## src/rtl/wb_stage.sv

```systemverilog
// Write-back stage: commits one register-file write per retired instruction.
// ALU results commit next cycle; loads wait for the dmem response or a timeout.
module wb_stage #(
    parameter int TIMEOUT = 16
) (
    input  logic        clk,
    input  logic        rst,
    input  logic        mem_valid,
    input  logic        mem_RegWrite,
    input  logic        mem_MemtoReg,
    input  logic [2:0]  mem_LoadType,
    input  logic [31:0] mem_ALUResult,
    input  logic [4:0]  mem_WriteReg,
    input  logic        dmem_rvalid,
    input  logic [31:0] dmem_rdata,
    output logic [4:0]  writeReg,
    output logic [31:0] writeData,
    output logic        RegWrite,
    output logic        wb_stall,
    output logic        err_misalign,
    output logic        err_timeout
);

    typedef enum logic {IDLE, WAIT} state_t;

    localparam logic [7:0] CNT_LAST = 8'(TIMEOUT - 1);

    state_t      state, state_n;
    logic [7:0]  cnt, cnt_n;
    logic [4:0]  ld_reg, ld_reg_n;
    logic        ld_we, ld_we_n;
    logic [2:0]  ld_type, ld_type_n;
    logic [1:0]  ld_addr, ld_addr_n;
    logic [4:0]  wreg_n;
    logic [31:0] wdata_n;
    logic        we_n, mis_n, to_n;
    logic        aligned;
    logic [7:0]  ld_byte;
    logic [15:0] ld_half;
    logic [31:0] ld_value;

    assign wb_stall = (state == WAIT);

    // Byte loads never fault; halfwords need even addresses, words (and reserved codes) need 4-byte alignment.
    always_comb begin
        aligned = 1'b0;
        case (mem_LoadType)
            3'b001, 3'b010: aligned = ~mem_ALUResult[0];
            3'b011, 3'b100: aligned = 1'b1;
            default:        aligned = (mem_ALUResult[1:0] == 2'b00);
        endcase
    end

    // Big-endian lane select: address offset 0 is the most significant byte of the word.
    always_comb begin
        ld_byte = 8'h00;
        case (ld_addr)
            2'd0: ld_byte = dmem_rdata[31:24];
            2'd1: ld_byte = dmem_rdata[23:16];
            2'd2: ld_byte = dmem_rdata[15:8];
            2'd3: ld_byte = dmem_rdata[7:0];
            default: ld_byte = 8'h00;
        endcase
        ld_half = ld_addr[1] ? dmem_rdata[15:0] : dmem_rdata[31:16];
        ld_value = dmem_rdata;
        case (ld_type)
            3'b001: ld_value = {{16{ld_half[15]}}, ld_half};
            3'b010: ld_value = {16'h0000, ld_half};
            3'b011: ld_value = {{24{ld_byte[7]}}, ld_byte};
            3'b100: ld_value = {24'h000000, ld_byte};
            default: ld_value = dmem_rdata;
        endcase
    end

    always_comb begin
        state_n   = state;
        cnt_n     = cnt;
        ld_reg_n  = ld_reg;
        ld_we_n   = ld_we;
        ld_type_n = ld_type;
        ld_addr_n = ld_addr;
        wreg_n    = writeReg;
        wdata_n   = writeData;
        we_n      = 1'b0;
        mis_n     = 1'b0;
        to_n      = 1'b0;
        case (state)
            IDLE: begin
                if (mem_valid) begin
                    if (!mem_MemtoReg) begin
                        wreg_n  = mem_WriteReg;
                        wdata_n = mem_ALUResult;
                        we_n    = mem_RegWrite && (mem_WriteReg != 5'd0);
                    end else if (aligned) begin
                        ld_reg_n  = mem_WriteReg;
                        ld_we_n   = mem_RegWrite;
                        ld_type_n = mem_LoadType;
                        ld_addr_n = mem_ALUResult[1:0];
                        cnt_n     = 8'd0;
                        state_n   = WAIT;
                    end else begin
                        mis_n = 1'b1;
                    end
                end
            end
            WAIT: begin
                // A response on the final wait cycle still commits instead of timing out.
                if (dmem_rvalid) begin
                    wreg_n  = ld_reg;
                    wdata_n = ld_value;
                    we_n    = ld_we && (ld_reg != 5'd0);
                    state_n = IDLE;
                end else if (cnt == CNT_LAST) begin
                    to_n    = 1'b1;
                    state_n = IDLE;
                end else begin
                    cnt_n = cnt + 8'd1;
                end
            end
            default: state_n = IDLE;
        endcase
    end

    always_ff @(posedge clk) begin
        if (!rst) begin
            state        <= IDLE;
            cnt          <= 8'd0;
            ld_reg       <= 5'd0;
            ld_we        <= 1'b0;
            ld_type      <= 3'd0;
            ld_addr      <= 2'd0;
            writeReg     <= 5'd0;
            writeData    <= 32'd0;
            RegWrite     <= 1'b0;
            err_misalign <= 1'b0;
            err_timeout  <= 1'b0;
        end else begin
            state        <= state_n;
            cnt          <= cnt_n;
            ld_reg       <= ld_reg_n;
            ld_we        <= ld_we_n;
            ld_type      <= ld_type_n;
            ld_addr      <= ld_addr_n;
            writeReg     <= wreg_n;
            writeData    <= wdata_n;
            RegWrite     <= we_n;
            err_misalign <= mis_n;
            err_timeout  <= to_n;
        end
    end

endmodule

```

## config.mk

```make
export PLATFORM = sky130hd
export DESIGN_NAME = wb_stage
export DESIGN_NICKNAME = d
export VERILOG_FILES = /design/src/rtl/wb_stage.sv
export SDC_FILE = /design/constraint.sdc
export NUM_CORES = 1
export LEC_CHECK = 0
export ABC_AREA = 1
export BUFFER_PORTS_ARGS = -buffer_cell sky130_fd_sc_hd__clkbuf_2
export CAP_MARGIN = 20
export CORE_ASPECT_RATIO = 1.25
export CORE_UTILIZATION = 25
export DETAILED_ROUTE_END_ITERATION = 8
export HOLD_SLACK_MARGIN = 0.08
export PLACE_DENSITY = 0.52
export SLEW_MARGIN = 0
export SYNTH_ARGS = -nofsm -noshare
export SYNTH_HDL_FRONTEND = slang
export SYNTH_SLANG_ARGS = --single-unit
```

## constraint.sdc

```tcl
create_clock -name clk -period 5 [get_ports clk]
set_clock_uncertainty 0.15 [all_clocks]
set_input_delay 0.75 -clock clk [delete_from_list [all_inputs] [get_ports clk]]
set_output_delay 0.75 -clock clk [all_outputs]
set_load 0.01 [all_outputs]
```

==> flow_summary.json, run 1 <==
{
  "portBuffers": 118,
  "cp_slowest_cell": "inv_2",
  "die_w_um": 109.8,
  "clock.fmax_ghz": 0.4020,
  "synth-edff-count": 0,
  "crit_cells": 6,
  "drv_slew": 0,
  "grt.total_usage": 0.1699,
  "top_register": "writeData",
  "core_um2": 13990,
  "worst_ep_required_time_ns": 5.09,
  "largest_reg_flops": 32,
  "hold_end": "writeData[0]",
  "h-tree-depth": 3,
  "multiInputGateArea_um2": 2059,
  "rsz0062_at_grt": "no",
  "hold_violations": 0,
  "cts_sinks": 60,
  "relSlewSlack": 0.3811,
  "cts_tree": "built",
  "synthTopCellsByCount": "nand2_1, a21oi_1, dfxtp_1, nor2_1, o21ai_0",
  "worst_pin_slew_ns": 0.9271,
  "chipHeight_um": 136.8,
  "design_area_um2": 4553,
  "drc": 0,
  "dpl-instance-area_um2": 4250,
  "postSynthCellCount": 579,
  "ir_drop_mv": 0.1199,
  "start_util": 0.2597,
  "hold_class": "flop to flop",
  "ctsResizeCount": 0,
  "fin_crit_ns": 2.488,
  "n_fill_cell": 1585,
  "crit_family": "buffers and inverters",
  "ys_seq_elements": 60,
  "syn_area_per_cell_um2": 6.275,
  "rows": 48,
  "cts_setup_buffers": 0,
  "fin_ws_ns": 2.512,
  "startpoint_type": "flop",
  "n_antenna_cell": 0,
  "drt_iter0_markers": 238,
  "timing.rr.end": "cnt[1]",
  "synth_top_area_cell": "dfxtp_1",
  "ys_warn_count": 0,
  "synth_top_cell_area_share": 0.3306,
  "maxCapViolCount": 0,
  "synth_area_um2": 3633,
  "hpwl_mm": 8.913,
  "drt_wl_total_mm": 12.31,
  "hp-start": "writeData[0]",
  "synth.most_common_cell": "nand2_1",
  "drt_first_pass_iters": 4,
  "largestRegisters": "writeData: 32 flops, cnt: 8 flops",
  "outcome": "complete, no violations",
  "grt_pass1_wl_mm": 19.42,
  "timing.rr.start": "wb_stall",
  "dp.cells": 840,
  "layout.nets": 755,
  "leakagePower_nw": 2.191,
  "gp_congestion": 0.8194,
  "ys.flop_type": "dfxtp_1",
  "worstSetupPathType": "flop to flop",
  "async_reset_ff_frac": 0,
  "synth_nets": 658,
  "fin_crit_sh": 0.4975,
  "finalSetupViolations": 0,
  "grt_max_degree": 58,
  "slowest_delay_ns": 0.72,
  "powerDensity_nw_per_um2": 318.1,
  "crit_path_end_kind": "flop",
  "grt_antenna_before_repair": 0,
  "die-area_um2": 15020,
  "area_growth_syn_to_layout_pct": 25.31,
  "crit_buf_inv": 2,
  "final-instance-count-excl-fill": 856,
  "cts_buffers": 9,
  "reg2reg_depth": 6,
  "synth_cell_types": 32,
  "ctsRootBufferMaster": "clkbuf_16",
  "cts_buffer_depth": 2,
  "path_max_fanout": 52,
  "vias": 3999,
  "pin_count": 119,
  "drive_above_1_share": 0.2540,
  "rrSetupSlack_ns": 2.51,
  "path_cells": "buf_4 > inv_2 > nand3_2 > nand2_2 > nand2_1 > a21oi_1",
  "cp.arrival_ns": 2.58,
  "grt_pass1_vias": 3863,
  "tns_ns": 0,
  "regArea_um2": 1201,
  "viasPerCell": 4.672,
  "holdPathStages": 2,
  "ys_seq_area_frac": 0.3306,
  "cts.clk_slew.worst_paths_ns": 0.06,
  "yosys-top-cells-area": "dfxtp_1, nand2_1, a21oi_1",
  "hold_buffers": 0,
  "ant_nets": 0,
  "pre_cts_slack_ns": 2.147,
  "post_drt_wl_per_cell_um": 14.38,
  "grt_overflow": 0,
  "insertion_delay_ns": 0.34
}
cells by family (layout without fill, tap and decap cells):
| group | count (synthesis) | count (layout) | share of synthesized area |
|---|---|---|---|
| flops | 60 | 60 | 0.3306 |
| simple gates | 290 | 290 | 0.3471 |
| buf+inv | 79 | 181 | 0.1026 |
| compound gates | 148 | 148 | 0.2138 |
| xor+xnor | 1 | 1 | 0.002411 |
| fa+ha+maj | 1 | 1 | 0.003443 |
cells in the final DEF, fill, tap and decap left out, types with 3 or more instances in the layout:
cell	instances
o21bai_1	3
nand2_1	162
dfxtp_1	60
nand2_2	3
nand3_2	5
nor2_1	51
a31oi_1	5
o21ai_0	47
inv_2	6
clkbuf_2	118
a21oi_1	81
nand4_1	8
clkbuf_16	9
inv_1	39
o21ai_1	7
or2_2	20
nand3_1	32
nor3_1	4
cell type report:
class / instances / area share
Multi-Input combinational cell: 440 / 0.4523
Clock buffer: 10 / 0.05249
Clock inverter: 6 / 0.01401
Sequential cell: 60 / 0.2638
Timing Repair Buffer: 119 / 0.1314
Inverter: 46 / 0.03792
Tap cell: 175 / 0.04809
worst max-delay path by stage:
| stage | from | endpoint |
|---|---|---|
| 2_1_floorplan | mem_LoadType[0] | ld_addr[1] |
| 5_1_grt | wb_stall | cnt[5] |
| 6_report | wb_stall | cnt[1] |
| 3_3_place_gp | rst | err_timeout |
| 4_1_cts | wb_stall | cnt[1] |
| 3_5_place_dp | rst | err_timeout |
worst reg2reg max path, cell delays in order (launching register included):
cell     delay [ns]
dfxtp_1        0.37
buf_4          0.28
inv_2          0.72
nand3_2        0.38
nand2_2        0.29
nand2_1        0.08
a21oi_1        0.13
stage by stage:
| step | utilization | power (mW) | hold WS, ns |
|---|---|---|---|
| final | 0.3254 | 1.448 | 0.3180 |
| after detailed placement | 0.3037 | 0.8254 | 0.3098 |
| after floorplan | - | 0.7260 | 0.2916 |
| after global placement | 0.3037 | 0.8274 | 0.3091 |
| after CTS | 0.3254 | 1.467 | 0.3175 |
| after global routing | 0.3254 | 1.528 | 0.3457 |
routing by layer:
metal	share of wire	global-route usage
met1	0.45	0.2121
met2	0.48	0.2854
met3	0.054	0.03143
met4	0.010	0.06667
met5	0	0
power by group:
| group | total (mW) | switching (mW) | leakage, nW | internal (mW) |
|---|---|---|---|---|
| clock | 0.634 | 0.236 | 0.144 | 0.398 |
| sequential | 0.533 | 0.0233 | 0.492 | 0.510 |
| combinational | 0.281 | 0.179 | 1.55 | 0.101 |
| total | 1.45 | 0.439 | 2.19 | 1.01 |
Power figures use the tool's default switching activity.
==> inputs of run 2 (changes only) <==
--- a/config.mk
+++ b/config.mk
@@ -5,7 +5,7 @@
 export SDC_FILE = /design/constraint.sdc
 export NUM_CORES = 1
 export LEC_CHECK = 0
-export ABC_AREA = 1
+export ABC_AREA = 0
 export BUFFER_PORTS_ARGS = -buffer_cell sky130_fd_sc_hd__clkbuf_2
 export CAP_MARGIN = 20
 export CORE_ASPECT_RATIO = 1.25
==> constraint.sdc (replaced) <==
create_clock -name clk -period 2.4 [get_ports clk]
set_clock_uncertainty 0.15 [all_clocks]
set_input_delay 0.36 -clock clk [delete_from_list [all_inputs] [get_ports clk]]
set_output_delay 0.36 -clock clk [all_outputs]
set_load 0.01 [all_outputs]
==> flow_summary.json, run 2 <==
{
  "multiInputGateArea_um2": 2434,
  "rows": 50,
  "portBuffers": 118,
  "crit_cells": 4,
  "die_w_um": 112.7,
  "synth_top_area_cell": "dfxtp_1",
  "clockPowerShare": 0.428,
  "n_antenna_cell": 0,
  "yosys-top-cells-area": "dfxtp_1, mux2i_1, nor2_1",
  "seqPwrFrac": 0.384,
  "cts_buffer_depth": 2,
  "synth_nets": 535,
  "async_reset_ff_frac": 0,
  "cts.clk_slew.worst_paths_ns": 0.06,
  "cts_setup_buffers": 0,
  "synth_top_cell_area_share": 0.3137,
  "swShare": 0.2938,
  "grt_max_degree": 36,
  "fin_crit_ns": 2.151,
  "ant_nets": 0,
  "path_cells": "nor3_2 > o21ai_0 > o21ai_0 > a221oi_1",
  "grt.total_usage": 0.1666,
  "viasPerCell": 5.207,
  "hold_buffers": 0,
  "chipHeight_um": 140.4,
  "layout_common_cells": "clkbuf_2, dfxtp_1, nor2_1, nand2_1, o21ai_0",
  "hold_violations": 0,
  "worstSetupPathType": "flop to flop",
  "drt_first_pass_iters": 6,
  "grt_overflow": 0,
  "ys_seq_area_frac": 0.3137,
  "crit_buf_inv": 0,
  "grt_antenna_before_repair": 0,
  "cp.arrival_ns": 2.20,
  "cp_slowest_cell": "nor3_2",
  "vias": 3942,
  "final_util": 0.3285,
  "drive_above_1_share": 0.3130,
  "postSynthCellCount": 456,
  "critPathMostFrequentCell": "o21ai_0",
  "pre_cts_slack_ns": 0.1908,
  "drv_slew": 0,
  "maxCapViolCount": 0,
  "cts_tree": "built",
  "drt_wl_total_mm": 12.84,
  "startpoint_type": "flop",
  "cts_buffers": 9,
  "crit_path_end_kind": "flop",
  "area_growth_syn_to_layout_pct": 28.27,
  "path_max_fanout": 17,
  "h-tree-depth": 3,
  "clock.fmax_ghz": 0.4650,
  "hpwl_mm": 10.07,
  "internal_power_mw": 2.020,
  "holdPathStages": 3,
  "critPathLaunch": "ld_type[0]",
  "largest_reg_flops": 32,
  "start_util": 0.2561,
  "finalSetupViolations": 0,
  "n_fill_cell": 1584,
  "timing.rr.start": "ld_type[0]",
  "layout_commonest_cell": "clkbuf_2",
  "fin_crit_sh": 0.8961,
  "rsz0062_at_grt": "no",
  "tns_ns": 0,
  "worst_pin_slew_ns": 0.7275,
  "ctsRootBufferMaster": "clkbuf_16",
  "synth_area_um2": 3829,
  "ys_seq_elements": 60,
  "relSlewSlack": 0.5124,
  "slowest_delay_ns": 0.68,
  "grt_pass1_wl_mm": 20.50,
  "worst_ep_required_time_ns": 2.45,
  "regArea_um2": 1204,
  "layout.nets": 649,
  "cts_sinks": 60,
  "ys_warn_count": 0,
  "leakagePower_nw": 2.015,
  "gp_congestion": 0.8358,
  "synth.most_common_cell": "dfxtp_1",
  "syn_area_per_cell_um2": 8.396,
  "powerDensity_nw_per_um2": 582.5,
  "drt_iter0_markers": 205,
  "synth_cell_types": 71,
  "synthTopCellsByCount": "dfxtp_1, nor2_1, nand2_1, o21ai_0, mux2i_1",
  "top_register": "writeData",
  "crit_family": "compound AO/OA/AOI/OAI gates",
  "largestRegisters": "writeData: 32 flops, cnt: 8 flops",
  "hold_class": "input port to flop",
  "post_drt_wl_per_cell_um": 16.96,
  "p_comb_frac": 0.188,
  "reg2reg_depth": 4,
  "p_sw_uw": 840.4,
  "ir_drop_mv": 0.3068,
  "ys.flop_type": "dfxtp_1",
  "outcome": "complete, no violations",
  "core_um2": 14950,
  "insertion_delay_ns": 0.33,
  "pin_count": 119,
  "fin_ws_ns": 0.2493,
  "synth-edff-count": 0,
  "hp-start": "mem_RegWrite",
  "die-area_um2": 15820,
  "grt_pass1_vias": 3948,
  "drc": 0
}
run 2: cell count changes after synthesis, sizes merged, moves of 21 or more:
cell,before,now
nand2,165,48
mux2i,0,28
o21ai,55,34
inv,45,4
nand3,37,6
a21oi,82,6
run 2: through the flow:
step / power (mW) / std cells / hold WS, ns / cell area (µm²)
2_1_floorplan: 1.426 / 456 / 0.2852 / 3829
3_3_place_gp: 1.646 / 741 / 0.2900 / 4623
4_1_cts: 2.911 / 757 / 0.1164 / 4910
5_1_grt: 3.014 / 757 / 0.1313 / 4911
3_5_place_dp: 1.655 / 741 / 0.2995 / 4623
6_report: 2.861 / 757 / 0.1251 / 4911
run 2: cell type report:
| class | count | area share |
|---|---|---|
| Multi-Input combinational cell | 356 | 0.4955 |
| Inverter | 5 | 0.003822 |
| Timing Repair Buffer | 138 | 0.1508 |
| Clock inverter | 6 | 0.009682 |
| Tap cell | 182 | 0.04637 |
| Clock buffer | 10 | 0.04866 |
| Sequential cell | 60 | 0.2451 |
run 2: metal layers:
metal	global-route usage	part of all wire	up-vias
li1	-	-	1942
met2	0.2823	0.48	157
met1	0.1986	0.43	1823
met3	0.05019	0.076	20
met5	0	0	-
met4	0.05754	0.021	0
run 2: timing repair:
item / in CTS / in global routing
hold endpoints to repair: 0 / 0
setup endpoints to repair: 0 / 3
gates resized for setup: 0 / 1
run 2: cell families after synthesis:
group / count (synthesis) / share of synthesized area
adder cells (fa/ha/maj): 3 / 0.009149
XOR/XNOR: 7 / 0.01601
buffers and inverters: 40 / 0.05293
flip-flops: 60 / 0.3137
multiplexers: 41 / 0.1252
AO/OA/AOI/OAI: 139 / 0.2706
AND/OR/NAND/NOR: 166 / 0.2124
run 2: power by group through the flow:
stage	registers [mW]	logic, mW	clock network [mW]
4_1_cts	1.10	0.539	1.27
2_1_floorplan	1.12	0.301	0
6_report	1.10	0.537	1.23
3_5_place_dp	1.12	0.536	0
3_3_place_gp	1.12	0.529	0
5_1_grt	1.11	0.591	1.32
run 2: worst min-delay path: cells and delay by family:
family / cells / cell delay [ns]
buffers and inverters: 1 / 0.10
multiplexers: 1 / 0.05
AND/OR/NAND/NOR: 1 / 0.05
run 2: path summary, 6_finish.rpt:
check	endpoint	slack, ns
setup / recovery	writeData[14]	0.25
setup reg to reg	writeData[14]	0.25
hold reg to reg	writeData[0]	0.30
hold / removal	ld_we	0.13
==> inputs of run 3 (changes only) <==
--- a/config.mk
+++ b/config.mk
@@ -8,11 +8,13 @@
 export ABC_AREA = 0
 export BUFFER_PORTS_ARGS = -buffer_cell sky130_fd_sc_hd__clkbuf_2
 export CAP_MARGIN = 20
+export CELL_PAD_IN_SITES_DETAIL_PLACEMENT = 0
+export CELL_PAD_IN_SITES_GLOBAL_PLACEMENT = 1
 export CORE_ASPECT_RATIO = 1.25
 export CORE_UTILIZATION = 25
 export DETAILED_ROUTE_END_ITERATION = 8
 export HOLD_SLACK_MARGIN = 0.08
-export PLACE_DENSITY = 0.52
+export PLACE_DENSITY = 0.64
 export SLEW_MARGIN = 0
 export SYNTH_ARGS = -nofsm -noshare
 export SYNTH_HDL_FRONTEND = slang
==> flow_summary.json, run 3 (synthesis results as in run 2) <==
{
  "outcome": "complete, no violations",
  "chipHeight_um": 140.4,
  "crit_path_end_kind": "flop",
  "post_drt_wl_per_cell_um": 18.25,
  "ctsRootBufferMaster": "clkbuf_16",
  "timing.rr.start": "ld_addr[1]",
  "grt.total_usage": 0.1746,
  "finalSetupViolations": 0,
  "relSlewSlack": 0.5570,
  "core_um2": 14950,
  "leakagePower_nw": 2.056,
  "start_util": 0.2561,
  "worstSetupPathType": "flop to flop",
  "vias": 3921,
  "gp_congestion": 0.8445,
  "drv_slew": 0,
  "n_antenna_cell": 0,
  "portBuffers": 118,
  "largestRegisters": "writeData: 32 flops, cnt: 8 flops",
  "largest_reg_flops": 32,
  "drive_above_1_share": 0.3113,
  "ctsResizeCount": 0,
  "rows": 50,
  "hold_violations": 0,
  "hold_buffers": 0,
  "grt_overflow": 0,
  "grt_max_degree": 41,
  "drt_first_pass_iters": 5,
  "grt_antenna_before_repair": 0,
  "path_max_fanout": 28,
  "cts.clk_slew.worst_paths_ns": 0.06,
  "powerDensity_nw_per_um2": 657.9,
  "drc": 0,
  "drt_iter0_markers": 224,
  "drt_wl_total_mm": 13.82,
  "tns_ns": 0,
  "fin_crit_sh": 0.8632,
  "layout_commonest_cell": "clkbuf_2",
  "n_fill_cell": 1605,
  "holdPathStages": 3,
  "worst_ep_required_time_ns": 2.47,
  "cts_setup_buffers": 0,
  "insertion_delay_ns": 0.33,
  "fin_crit_ns": 2.072,
  "cts_tree": "built",
  "ir_drop_mv": 0.3223,
  "cts_buffers": 9,
  "timing.rr.end": "writeData[1]",
  "cts_buffer_depth": 2,
  "area_growth_syn_to_layout_pct": 31.18,
  "clock.fmax_ghz": 0.4827,
  "startpoint_type": "flop",
  "rrSetupSlack_ns": 0.33,
  "worst_pin_slew_ns": 0.6609,
  "layout.nets": 649,
  "cts_sinks": 60,
  "dp.cells": 741,
  "maxCapViolCount": 0,
  "die_w_um": 112.7,
  "cp.arrival_ns": 2.14,
  "hpwl_mm": 10.73,
  "hold_class": "input port to flop",
  "layout_common_cells": "clkbuf_2, dfxtp_1, nor2_1, nand2_1, o21ai_0",
  "grt_pass1_wl_mm": 21.11,
  "top_register": "writeData",
  "final-instance-count-excl-fill": 757,
  "pin_count": 119,
  "ant_nets": 0,
  "reg2reg_depth": 5,
  "die-area_um2": 15820,
  "rsz0062_at_grt": "no",
  "viasPerCell": 5.180,
  "hold_end": "ld_we",
  "h-tree-depth": 3,
  "grt_pass1_vias": 3741,
  "hp-start": "mem_RegWrite"
}
[run 3: changes by cell type in the layout (fill, tap and decap cells not counted), sizes merged]
| cell | before | now |
|---|---|---|
| bufinv | 0 | 4 |
| inv | 6 | 4 |
| clkinvlp | 1 | 2 |
| clkinv | 4 | 1 |
[run 3: cell type report]
class	count	area [µm²]	share of cell area
inverter	5	18.77	0.003737
clock inverter	6	135.1	0.02691
clock buffer	10	239.0	0.04758
sequential	60	1202	0.2394
tap	182	227.7	0.04534
timing repair buffer	138	765.7	0.1525
multi-input combinational	356	2434	0.4846
[run 3: worst max-delay path by stage]
| stage | startpoint | to | depth (start not counted) |
|---|---|---|---|
| detailed placement | ld_type[1] | writeData[9] | 5 |
| CTS | ld_type[1] | writeData[8] | 5 |
| finish | ld_addr[1] | writeData[1] | 5 |
| global route | ld_type[0] | writeData[11] | 4 |
| global placement | ld_type[1] | writeData[9] | 5 |
| floorplan | ld_addr[1] | writeData[10] | 4 |
[run 3: routing by layer]
metal	share of wire	global-route usage	up-vias
met5	0	0	-
met4	0.011	0.04561	0
met3	0.059	0.03808	11
met2	0.47	0.2827	129
met1	0.46	0.2332	1829
li1	-	-	1952
[run 3: critical path, stage by stage (launching register included)]
cell      delay (ns)
dfxtp_1         0.42
buf_12          0.23
nand2b_1        0.40
mux2_2          0.39
a211oi_1        0.27
o31ai_1         0.09
[run 3: stage by stage]
stage	instance area [µm²]	power (mW)	hold slack (ns)	utilization	worst slack [ns]
final	5022	3.304	0.1303	0.3359	0.3284
after global routing	5022	3.450	0.1242	0.3359	0.1127
after CTS	5022	3.337	0.1217	0.3359	0.3379
after detailed placement	4648	1.673	0.2991	0.3109	0.3558
after global placement	4648	1.670	0.2861	0.3109	0.3566
after floorplan	3829	1.426	0.2852	-	0.5944
[run 3: where the power goes]
part | internal (mW) | switching, mW | leakage (nW) | total (mW)
clock network | 1.15 | 0.507 | 0.175 | 1.65
registers | 1.05 | 0.0425 | 0.490 | 1.10
logic | 0.237 | 0.317 | 1.39 | 0.554
